**config.mk**
```make
export PLATFORM = sky130hd
export DESIGN_NAME = dmi_arbiter
export DESIGN_NICKNAME = d
export VERILOG_FILES = /design/src/rtl/dm.sv /design/src/rtl/dmi_arbiter.sv
export SDC_FILE = /design/constraint.sdc
export NUM_CORES = 1
export LEC_CHECK = 0
export CAP_MARGIN = 15
export CORE_ASPECT_RATIO = 0.6
export CORE_MARGIN = 2
export CORE_UTILIZATION = 44
export DETAILED_ROUTE_END_ITERATION = 6
export PLACE_DENSITY_LB_ADDON = 0.25
export SYNTH_ARGS = -nofsm -noshare
export SYNTH_HDL_FRONTEND = slang
export SYNTH_SLANG_ARGS = --single-unit
```
**constraint.sdc**
```tcl
create_clock -name clk_i -period 5.9 [get_ports clk_i]
set_input_delay 0.59 -clock clk_i [delete_from_list [all_inputs] [get_ports clk_i]]
set_output_delay 0.59 -clock clk_i [all_outputs]
set_load 0.05 [all_outputs]
```
**src/rtl/dm.sv**
```systemverilog
// Debug-module DMI payload types shared by the DMI arbiter and its users.
package dm;

  localparam int unsigned DMI_ADDR_W = 7;
  localparam int unsigned DMI_OP_W   = 2;
  localparam int unsigned DMI_DATA_W = 32;

  localparam logic [DMI_OP_W-1:0] DMI_OP_SUCCESS = 2'd0;
  localparam logic [DMI_OP_W-1:0] DMI_OP_FAILED  = 2'd2;

  typedef struct packed {
    logic [DMI_ADDR_W-1:0] addr;
    logic [DMI_OP_W-1:0]   op;
    logic [DMI_DATA_W-1:0] data;
  } dmi_req_t;

  typedef struct packed {
    logic [DMI_DATA_W-1:0] data;
    logic [DMI_OP_W-1:0]   resp;
  } dmi_resp_t;

endpackage

```
**src/rtl/dmi_arbiter.sv**
```systemverilog
// Round-robin arbiter sharing one debug-module DMI port between several
// requesters, one transaction in flight, with a response timeout.
module dmi_arbiter #(
  parameter int unsigned NR_MASTERS     = 2,
  parameter int unsigned TIMEOUT_CYCLES = 255
) (
  input  logic                  clk_i,
  input  logic                  rst_i,
  input  dm::dmi_req_t          mst_req_i        [NR_MASTERS],
  input  logic [NR_MASTERS-1:0] mst_valid_i,
  output logic [NR_MASTERS-1:0] mst_ready_o,
  output dm::dmi_resp_t         mst_resp_o       [NR_MASTERS],
  output logic [NR_MASTERS-1:0] mst_resp_valid_o,
  input  logic [NR_MASTERS-1:0] mst_resp_ready_i,
  output dm::dmi_req_t          slv_req_o,
  output logic                  slv_valid_o,
  input  logic                  slv_ready_i,
  input  dm::dmi_resp_t         slv_resp_i,
  input  logic                  slv_resp_valid_i,
  output logic                  slv_resp_ready_o
);

  localparam int unsigned IDX_W = (NR_MASTERS > 2) ? 2 : 1;
  localparam int unsigned CNT_W = 16;
  localparam logic [CNT_W-1:0] CNT_LAST = CNT_W'(TIMEOUT_CYCLES - 1);

  typedef enum logic [1:0] {
    IDLE = 2'd0,
    REQ  = 2'd1,
    WAIT = 2'd2,
    RESP = 2'd3
  } state_e;

  state_e          state_q, state_d;
  logic [IDX_W-1:0] prio_q, prio_d;
  logic [IDX_W-1:0] owner_q, owner_d;
  logic [CNT_W-1:0] cnt_q, cnt_d;
  logic             stale_q, stale_d;
  dm::dmi_req_t     req_q, req_d;
  dm::dmi_resp_t    resp_q, resp_d;

  logic             gnt_found;
  logic [IDX_W-1:0] gnt_idx;
  logic [IDX_W-1:0] cand_idx;

  // Round-robin pick: first valid requester at or after prio_q.
  always_comb begin
    gnt_found = 1'b0;
    gnt_idx   = '0;
    cand_idx  = '0;
    for (int unsigned i = 0; i < NR_MASTERS; i++) begin
      cand_idx = IDX_W'((32'(prio_q) + i) % NR_MASTERS);
      if (!gnt_found && mst_valid_i[cand_idx]) begin
        gnt_found = 1'b1;
        gnt_idx   = cand_idx;
      end
    end
  end

  // Next-state and output decode for the single-outstanding transaction FSM.
  always_comb begin
    state_d          = state_q;
    prio_d           = prio_q;
    owner_d          = owner_q;
    cnt_d            = cnt_q;
    stale_d          = stale_q;
    req_d            = req_q;
    resp_d           = resp_q;
    mst_ready_o      = '0;
    mst_resp_valid_o = '0;
    for (int unsigned i = 0; i < NR_MASTERS; i++) begin
      mst_resp_o[i] = '0;
    end
    slv_req_o        = req_q;
    slv_valid_o      = 1'b0;
    slv_resp_ready_o = stale_q;

    // A late response after a timeout is swallowed here, never forwarded.
    if (state_q != WAIT && stale_q && slv_resp_valid_i) begin
      stale_d = 1'b0;
    end

    case (state_q)
      IDLE: begin
        // No grant while a late response may still arrive, and none in reset.
        if (gnt_found && !stale_q && !rst_i) begin
          mst_ready_o[gnt_idx] = 1'b1;
          req_d                = mst_req_i[gnt_idx];
          owner_d              = gnt_idx;
          prio_d               = IDX_W'((32'(gnt_idx) + 32'd1) % NR_MASTERS);
          state_d              = REQ;
        end
      end
      REQ: begin
        slv_valid_o = 1'b1;
        if (slv_ready_i) begin
          cnt_d   = '0;
          state_d = WAIT;
        end
      end
      WAIT: begin
        slv_resp_ready_o = 1'b1;
        cnt_d            = cnt_q + CNT_W'(1);
        // The real response wins over a coincident timeout.
        if (slv_resp_valid_i) begin
          resp_d  = slv_resp_i;
          cnt_d   = '0;
          state_d = RESP;
        end else if (cnt_q == CNT_LAST) begin
          resp_d.data = '0;
          resp_d.resp = dm::DMI_OP_FAILED;
          stale_d     = 1'b1;
          cnt_d       = '0;
          state_d     = RESP;
        end
      end
      RESP: begin
        mst_resp_valid_o[owner_q] = 1'b1;
        mst_resp_o[owner_q]       = resp_q;
        if (mst_resp_ready_i[owner_q]) begin
          state_d = IDLE;
        end
      end
      default: state_d = IDLE;
    endcase
  end

  // State registers with asynchronous reset abandoning any transaction.
  always_ff @(posedge clk_i or posedge rst_i) begin
    if (rst_i) begin
      state_q <= IDLE;
      prio_q  <= '0;
      owner_q <= '0;
      cnt_q   <= '0;
      stale_q <= 1'b0;
      req_q   <= '0;
      resp_q  <= '0;
    end else begin
      state_q <= state_d;
      prio_q  <= prio_d;
      owner_q <= owner_d;
      cnt_q   <= cnt_d;
      stale_q <= stale_d;
      req_q   <= req_d;
      resp_q  <= resp_d;
    end
  end

endmodule

```
==> results of run 1 <==
-- cells in the mapped netlist (2+ instances only) --
master,count,share of area
a21oi_1,4,0.0042
a22o_1,33,0.061
and2_1,37,0.049
and3_1,39,0.052
buf_2,4,0.0042
clkbuf_1,30,0.024
dfrtp_1,96,0.51
ha_1,7,0.019
inv_1,11,0.0087
mux2i_1,44,0.093
nand2_1,49,0.039
nand3_1,6,0.0063
nand4_1,2,0.0026
nor2_1,17,0.013
nor2b_1,2,0.0026
nor3_1,6,0.0063
o21ai_0,44,0.047
xnor2_1,10,0.019
xor2_1,2,0.0037
-- state kept, by name (all words and copies together), names as in the netlist --
register and flops:
owner_q 1, prio_q 1, resp_q 34, cnt_q 16, state_q 2, stale_q 1
slv_req_o 41
-- per-layer routing --
layer | vias up | share of wire | track usage
li1 | 2045 | - | -
met1 | 2013 | 0.44 | 0.318
met2 | 145 | 0.48 | 0.396
met3 | 32 | 0.055 | 0.0622
met4 | 0 | 0.028 | 0.0955
met5 | - | 0 | 0
-- power by group through the flow --
stage | logic, mW | clock network (mW) | registers, mW
final | 2.02 | 0.564 | 1.11
after detailed placement | 2.02 | 0 | 1.12
after floorplan | 0.923 | 0 | 1.49
after CTS | 2.02 | 0.578 | 1.11
after global placement | 1.98 | 0 | 1.10
after global routing | 2.13 | 0.605 | 1.15
-- area by class of cell --
type | count | area [µm²]
repair buffers | 245 | 2450
flip-flops and latches | 96 | 2400
clock buffers | 11 | 253
multi-input cells | 320 | 2160
clock inverters | 5 | 38.8
well taps | 139 | 174
inverters | 11 | 43.8
fillers | 760 | 3000
-- worst reg2reg max path: stages, from the launching register on --
cell and delay [ns]:
dfrtp_1 0.40, inv_1 0.12, ha_1 0.16, or3b_2 0.47, nor4_4 0.25, or3b_1 0.31, o2111a_2 0.28, mux2_1 0.32
-- cells by family (layout without fill, tap and decap cells) --
family	after synthesis	after routing
AO/OA/AOI/OAI	87	87
XOR/XNOR	12	12
adder cells (fa/ha/maj)	7	7
buffers and inverters	47	272
flip-flops	96	96
multiplexers	46	46
AND/OR/NAND/NOR	168	168
-- path summary, 6_finish.rpt --
kind,to,cells after the start
worst max-delay path,mst_ready_o[1],7
worst min-delay path,slv_req_o[20]$_DFFE_PP0P_,2
worst max register to register,state_q[1]$_DFFE_PP0P_,7
worst min register to register,slv_req_o[20]$_DFFE_PP0P_,2
max in group asynchronous,stale_q$_DFF_PP0_,3
min in group asynchronous,slv_req_o[17]$_DFFE_PP0P_,2
-- per-stage QoR --
stage,cell area (µm²),util,std cells
global route,7530,0.715,827
detailed placement,7210,0.685,810
CTS,7500,0.713,826
finish,7530,0.715,827
global placement,7210,0.685,810
floorplan,4730,-,463
==> key figures, run 1 <==
STA
  • Worst Skew: between 0.005 and 0.006 ns
  • Tmin final: 3.68 ns
  • Slew Limit Fails: 0
  • Slew HR: 0.228
  • Worst setup margin: 2.22 ns
  • Hold WS: 0.479 ns
  • Final worst path period share: 0.623
  • Hold Violations, Final: 0
  • Unrepaired setup endpoints after global routing: false
  • FMAX: 0.272 GHz
  • Setup TNS: 0 ns
  • Final setup fails: 0
  • Measured slew at the worst slew-check pin: approximately 1.2 ns

Yosys
  • Post-Syn Area: 0.00473 mm²
  • Synthesized area per cell: 10.2 µm²
  • Xor/xnor cell area share of the yosys netlist: 0.0222
  • Synth Net Count: 594
  • Post-synthesis mux area share: 0.0979
  • Prevailing post-synth register cell: dfrtp_1
  • Post-synthesis adder-cell area fraction: 0.0185
  • Post-synth EDFFs: 0
  • Ys Warns: 0
  • Post-Synth Simple-Gate Area: 0.193
  • Sequential-to-total area share from yosys stat: 0.508
  • Compound-gate portion of the synthesized area: 0.122
  • Cells after Synth: 463
  • Async set-reset flop share out of synthesis: 1.00
  • Synth cell types: 39
  • FF+latch count, synth: 96
  • Largest family of logic cells by synthesized area: simple AND/OR/NAND/NOR gates

Clock network
  • Post-CTS setup buffers: 0
  • Post-cts sizing count: 0
  • H-Tree Depth: 3
  • CTS tree: built
  • Inserted Clock Buffers: 9
  • Clock latency on the worst-skew pair: 0.34 ns
  • Clock Tree Buf Depth: 2
  • Hold-fix buffers at CTS: 0
  • Worst-path clk slew: around 0.070 ns
  • Clk root buf: clkbuf_16
  • CTS Sinks: 96

Detailed routing
  • Initial DRC count: 183
  • First-pass detailed-route iteration total: 4
  • Routed via count: between 4000 and 5000
  • Via density: 5.12
  • Drt wl/cell: 16.7 µm
  • Final wirelength: 13800 µm
  • # DRC: 0
  • Remaining antenna violation count: 0

Pwr
  • Switching share of power: 0.473
  • Clock share of power: 0.152
  • Comb pwr share: 0.546
  • P_sw: 1.75 mW
  • Final total power: 3.70 mW
  • Sequential Power Share: 0.301
  • Int Pwr: around 1.9 mW
  • Pleak: 3.46 nW
  • Peak VDD IR: a little over 300 µV
  • PwrDens: 491 mW/mm²

Critical path
  • Max incr delay on CP: roughly 0.85 ns
  • CP endpoint kind: output port
  • FF-to-FF Start: cnt_q[0]$_DFFE_PP0P_
  • WP data arrival: 3.09 ns
  • Startpoint types: primary input
  • Crit Path Class: in2out
  • Delay-heaviest family, CP: buffers and inverters
  • R2r setup slk: 3.49 ns
  • Worst path buffer plus inverter count: 3
  • Critical path startpoint: mst_valid_i[1]
  • Slowest stage cell, crit path: clkdlybuf4s50_1
  • Critical Path RT: ~5.3 ns
  • CP Cell Sequence: clkdlybuf4s50_1 > nor2_1 > nor3_1 > nand2_2 > buf_4 > nor2_1 > clkdlybuf4s50_1
  • CP Max Fanout: 85

Die
  • Site Rows: 29
  • Core ar.: 0.0105 mm²
  • Die X: 138 µm
  • Die Area: ~0.012 mm²
  • Starting Density: 0.450
  • Die H: 84.3 µm
  • I/O pins: 239

Layout
  • Antenna Cells: 0
  • Layout cells sized above 1: 0.0509
  • Commonest non-fill, non-tap cell in the layout: clkdlybuf4s50_1
  • # nets final: 814
  • Commonest non-fill, non-tap cells in the layout: clkdlybuf4s50_1 (238), dfrtp_1 (96), nand2_1 (48), mux2i_1 (44), o21ai_0 (43)
  • Layout Area Growth over Synthesis: 59.1%

Worst hold path
  • Min-delay src: slv_req_o[20]$_DFFE_PP0P_
  • Hold WC Path Type: reg2reg

Placement
  • Placement Setup Slack: 2.26 ns
  • PortBufs: 238
  • Final GP Congestion: between 0.8 and 0.9
  • HPWL after DPL: between 10000 and 15000 µm

GRT
  • Vias in the first global route: between 4000 and 5000
  • Tot GR Track Use: 0.245
  • Largest net degree at the start of global routing: between 80 and 90
  • Grt ovf: 0
  • First-pass GRT wire length: around 22000 µm
  • Antenna violations before repair: 0

Status
  • Status: finished clean

Run
  • Max-cap violations: 0
Note: power is estimated with default switching activity, not from simulation.
==> run 2, diff against run 1 <==
--- a/config.mk
+++ b/config.mk
@@ -8,7 +8,7 @@
 export CAP_MARGIN = 15
 export CORE_ASPECT_RATIO = 0.6
 export CORE_MARGIN = 2
-export CORE_UTILIZATION = 44
+export CORE_UTILIZATION = 37
 export DETAILED_ROUTE_END_ITERATION = 6
 export PLACE_DENSITY_LB_ADDON = 0.25
 export SYNTH_ARGS = -nofsm -noshare
==> constraint.sdc (replaced) <==
create_clock -name clk_i -period 2.95 [get_ports clk_i]
set_input_delay 0.295 -clock clk_i [delete_from_list [all_inputs] [get_ports clk_i]]
set_output_delay 0.295 -clock clk_i [all_outputs]
set_load 0.05 [all_outputs]
==> key figures, run 2 (same netlist as run 1, synthesis figures left out) <==
Status
  • Status: finished clean (unchanged)

Critical path
  • Crit Path Class: reg2out (was in2out)
  • Critical Path RT: 2.65 ns (was 5.31 ns)
  • Startpoint types: flop (was primary input)
  • Slowest stage cell, crit path: clkdlybuf4s50_1 (unchanged)
  • Max incr delay on CP: 0.81 ns (was 0.85 ns)
  • Critical R2R Capture: cnt_q[14]$_DFFE_PP0P_ (was state_q[1]$_DFFE_PP0P_)
  • Critical path startpoint: state_q[0]$_DFFE_PP0P_ (was mst_valid_i[1])
  • FF-to-FF Start: state_q[0]$_DFFE_PP0P_ (was cnt_q[0]$_DFFE_PP0P_)
  • CP Max Fanout: 36 (was 85)
  • WP data arrival: 2.26 ns (was 3.09 ns)
  • R2R depth: 7 (unchanged)
  • CP endpoint kind: output port (unchanged)
  • CP Cell Sequence: ha_1 > buf_4 > and3_1 > clkdlybuf4s50_1 (was clkdlybuf4s50_1 > nor2_1 > nor3_1 > nand2_2 > buf_4 > nor2_1 > clkdlybuf4s50_1)
  • R2r setup slk: 0.56 ns (was 3.49 ns)

STA
  • Hold Violations, Final: 0 (unchanged)
  • Setup TNS: 0 ns (unchanged)
  • FMAX: 0.391 GHz
  • Unrepaired setup endpoints after global routing: false (unchanged)
  • Tmin final: 2.56 ns
  • Slew Limit Fails: 0 (unchanged)
  • Measured slew at the worst slew-check pin: 0.762 ns (was 1.16 ns)
  • Worst Skew: 0.00606 ns (was 0.00581 ns)
  • Final worst path period share: 0.867
  • Final setup fails: 0 (unchanged)
  • Slew HR: 0.477 (was 0.228)
  • Worst setup margin: 0.392 ns (was 2.22 ns)
  • Hold WS: 0.322 ns (was 0.479 ns)

Clock network
  • Post-cts sizing count: 0 (unchanged)
  • CTS tree: built (unchanged)
  • Clock Tree Buf Depth: 2 (unchanged)
  • Inserted Clock Buffers: 9 (unchanged)
  • Clock latency on the worst-skew pair: 0.33 ns (was 0.34 ns)
  • Worst-path clk slew: 0.07 ns (about the same)
  • Clk root buf: clkbuf_16 (unchanged)
  • H-Tree Depth: 3 (unchanged)
  • Hold-fix buffers at CTS: 0 (unchanged)
  • Post-CTS setup buffers: 0 (unchanged)
  • CTS Sinks: 96 (unchanged)

Run
  • Max-cap violations: 0 (unchanged)

Layout
  • Fin cells: 857 (was 827)
  • Layout cells sized above 1: 0.108 (was 0.0509)
  • Max FFs per register: 41 (unchanged)
  • Layout Area Growth over Synthesis: 67.7% (was 59.1%)
  • Antenna Cells: 0 (unchanged)
  • # nets final: 818 (was 814)
  • Commonest non-fill, non-tap cell in the layout: clkdlybuf4s50_1 (unchanged)
  • Final Cell Area: 0.00793 mm² (was 0.00753 mm²)
  • Commonest non-fill, non-tap cells in the layout: clkdlybuf4s50_1 (201), dfrtp_1 (96), nand2_1 (48), mux2i_1 (44), o21ai_0 (43) (was clkdlybuf4s50_1 (238), dfrtp_1 (96), nand2_1 (48), mux2i_1 (44), o21ai_0 (43))

Die
  • Die H: 91.6 µm (was 84.3 µm)
  • I/O pins: 239 (unchanged)
  • Site Rows: 31 (was 29)
  • Starting Density: 0.386 (was 0.450)
  • Core ar.: 0.0123 mm² (was 0.0105 mm²)
  • Die X: 150 µm (was 138 µm)
  • Die Area: 0.0137 mm² (was 0.0116 mm²)

GRT
  • Antenna violations before repair: 0 (unchanged)
  • Largest net degree at the start of global routing: 77 (was 86)
  • Grt ovf: 0 (unchanged)
  • First-pass GRT wire length: 22700 µm (was 21800 µm)
  • Tot GR Track Use: 0.209 (was 0.245)
  • Vias in the first global route: 4343 (was 4207)

Placement
  • Final GP Congestion: 0.784 (was 0.850)
  • Placement Setup Slack: 0.600 ns (was 2.26 ns)
  • Placed instance count: 841 (was 810)
  • Placed cell area: 0.00766 mm² (was 0.00721 mm²)
  • HPWL after DPL: 10900 µm (was 10100 µm)
  • PortBufs: 238 (unchanged)

Detailed routing
  • First-pass detailed-route iteration total: 4 (unchanged)
  • Initial DRC count: 192 (was 183)
  • Via density: 4.93 (was 5.12)
  • Routed via count: 4228 (was 4235)
  • # DRC: 0 (unchanged)
  • Final wirelength: 14000 µm (was 13800 µm)
  • Remaining antenna violation count: 0 (unchanged)
  • Drt wl/cell: 16.3 µm (was 16.7 µm)

Pwr
  • Peak VDD IR: 518 µV (was 308 µV)
  • Pleak: 3.65 nW (was 3.46 nW)
  • PwrDens: 964 mW/mm² (was 491 mW/mm²)

Worst hold path
  • Hold WC Path Type: in2async (was reg2reg)
[run 2: cell count changes in the layout (fill, tap and decap cells not counted)]
cell             delta
buf_12             +38
clkdlybuf4s50_1    -37
buf_4               +4
clkbuf_8            -2
buf_16              -1
clkbuf_1            +1
clkinv_2            +1
[run 2: layout make-up]
| class | instances | area [µm²] |
|---|---|---|
| sequential | 96 | 2400 |
| multi-input combinational | 320 | 2160 |
| clock inverter | 6 | 43.8 |
| fill | 972 | 4320 |
| timing repair buffer | 249 | 2850 |
| clock buffer | 10 | 229 |
| inverter | 11 | 43.8 |
| tap | 165 | 206 |
[run 2: metrics by stage]
stage	power [mW]	util
2_1_floorplan	4.82	-
3_3_place_gp	6.51	0.625
3_5_place_dp	6.63	0.625
4_1_cts	7.73	0.647
5_1_grt	8.07	0.647
6_report	7.64	0.647
[run 2: where the power goes]
| group | switching [mW] | leakage [nW] | internal, mW |
|---|---|---|---|
| clock | 0.491 | 0.133 | 0.577 |
| combinational | 2.70 | 2.29 | 1.71 |
| sequential | 0.338 | 1.22 | 1.83 |
[run 2: worst max path at each step]
stage,endpoint,slack [ns],depth (start not counted)
after detailed placement,state_q[1]$_DFFE_PP0P_,0.60,7
after global placement,state_q[1]$_DFFE_PP0P_,0.72,5
after global routing,mst_resp_o[32],0.32,4
final,mst_resp_o[10],0.39,4
after floorplan,cnt_q[0]$_DFFE_PP0P_,0.15,1
after CTS,mst_resp_o[10],0.39,4
[run 2: critical path: cells and delay by family (launching register included)]
family	cells	cell delay (ns)
fa+ha+maj	1	0.18
flops	1	0.39
buf+inv	2	1.13
simple gates	1	0.23
[run 2: layer usage]
layer | vias to the layer above | GRT usage | part of all wire | wire, µm
met5 | - | 0 | 0 | 0
li1 | 2053 | - | - | -
met3 | 14 | 0.0533 | 0.061 | 853
met1 | 2015 | 0.263 | 0.42 | 5930
met2 | 146 | 0.363 | 0.50 | 6990
met4 | 0 | 0.0464 | 0.015 | 209
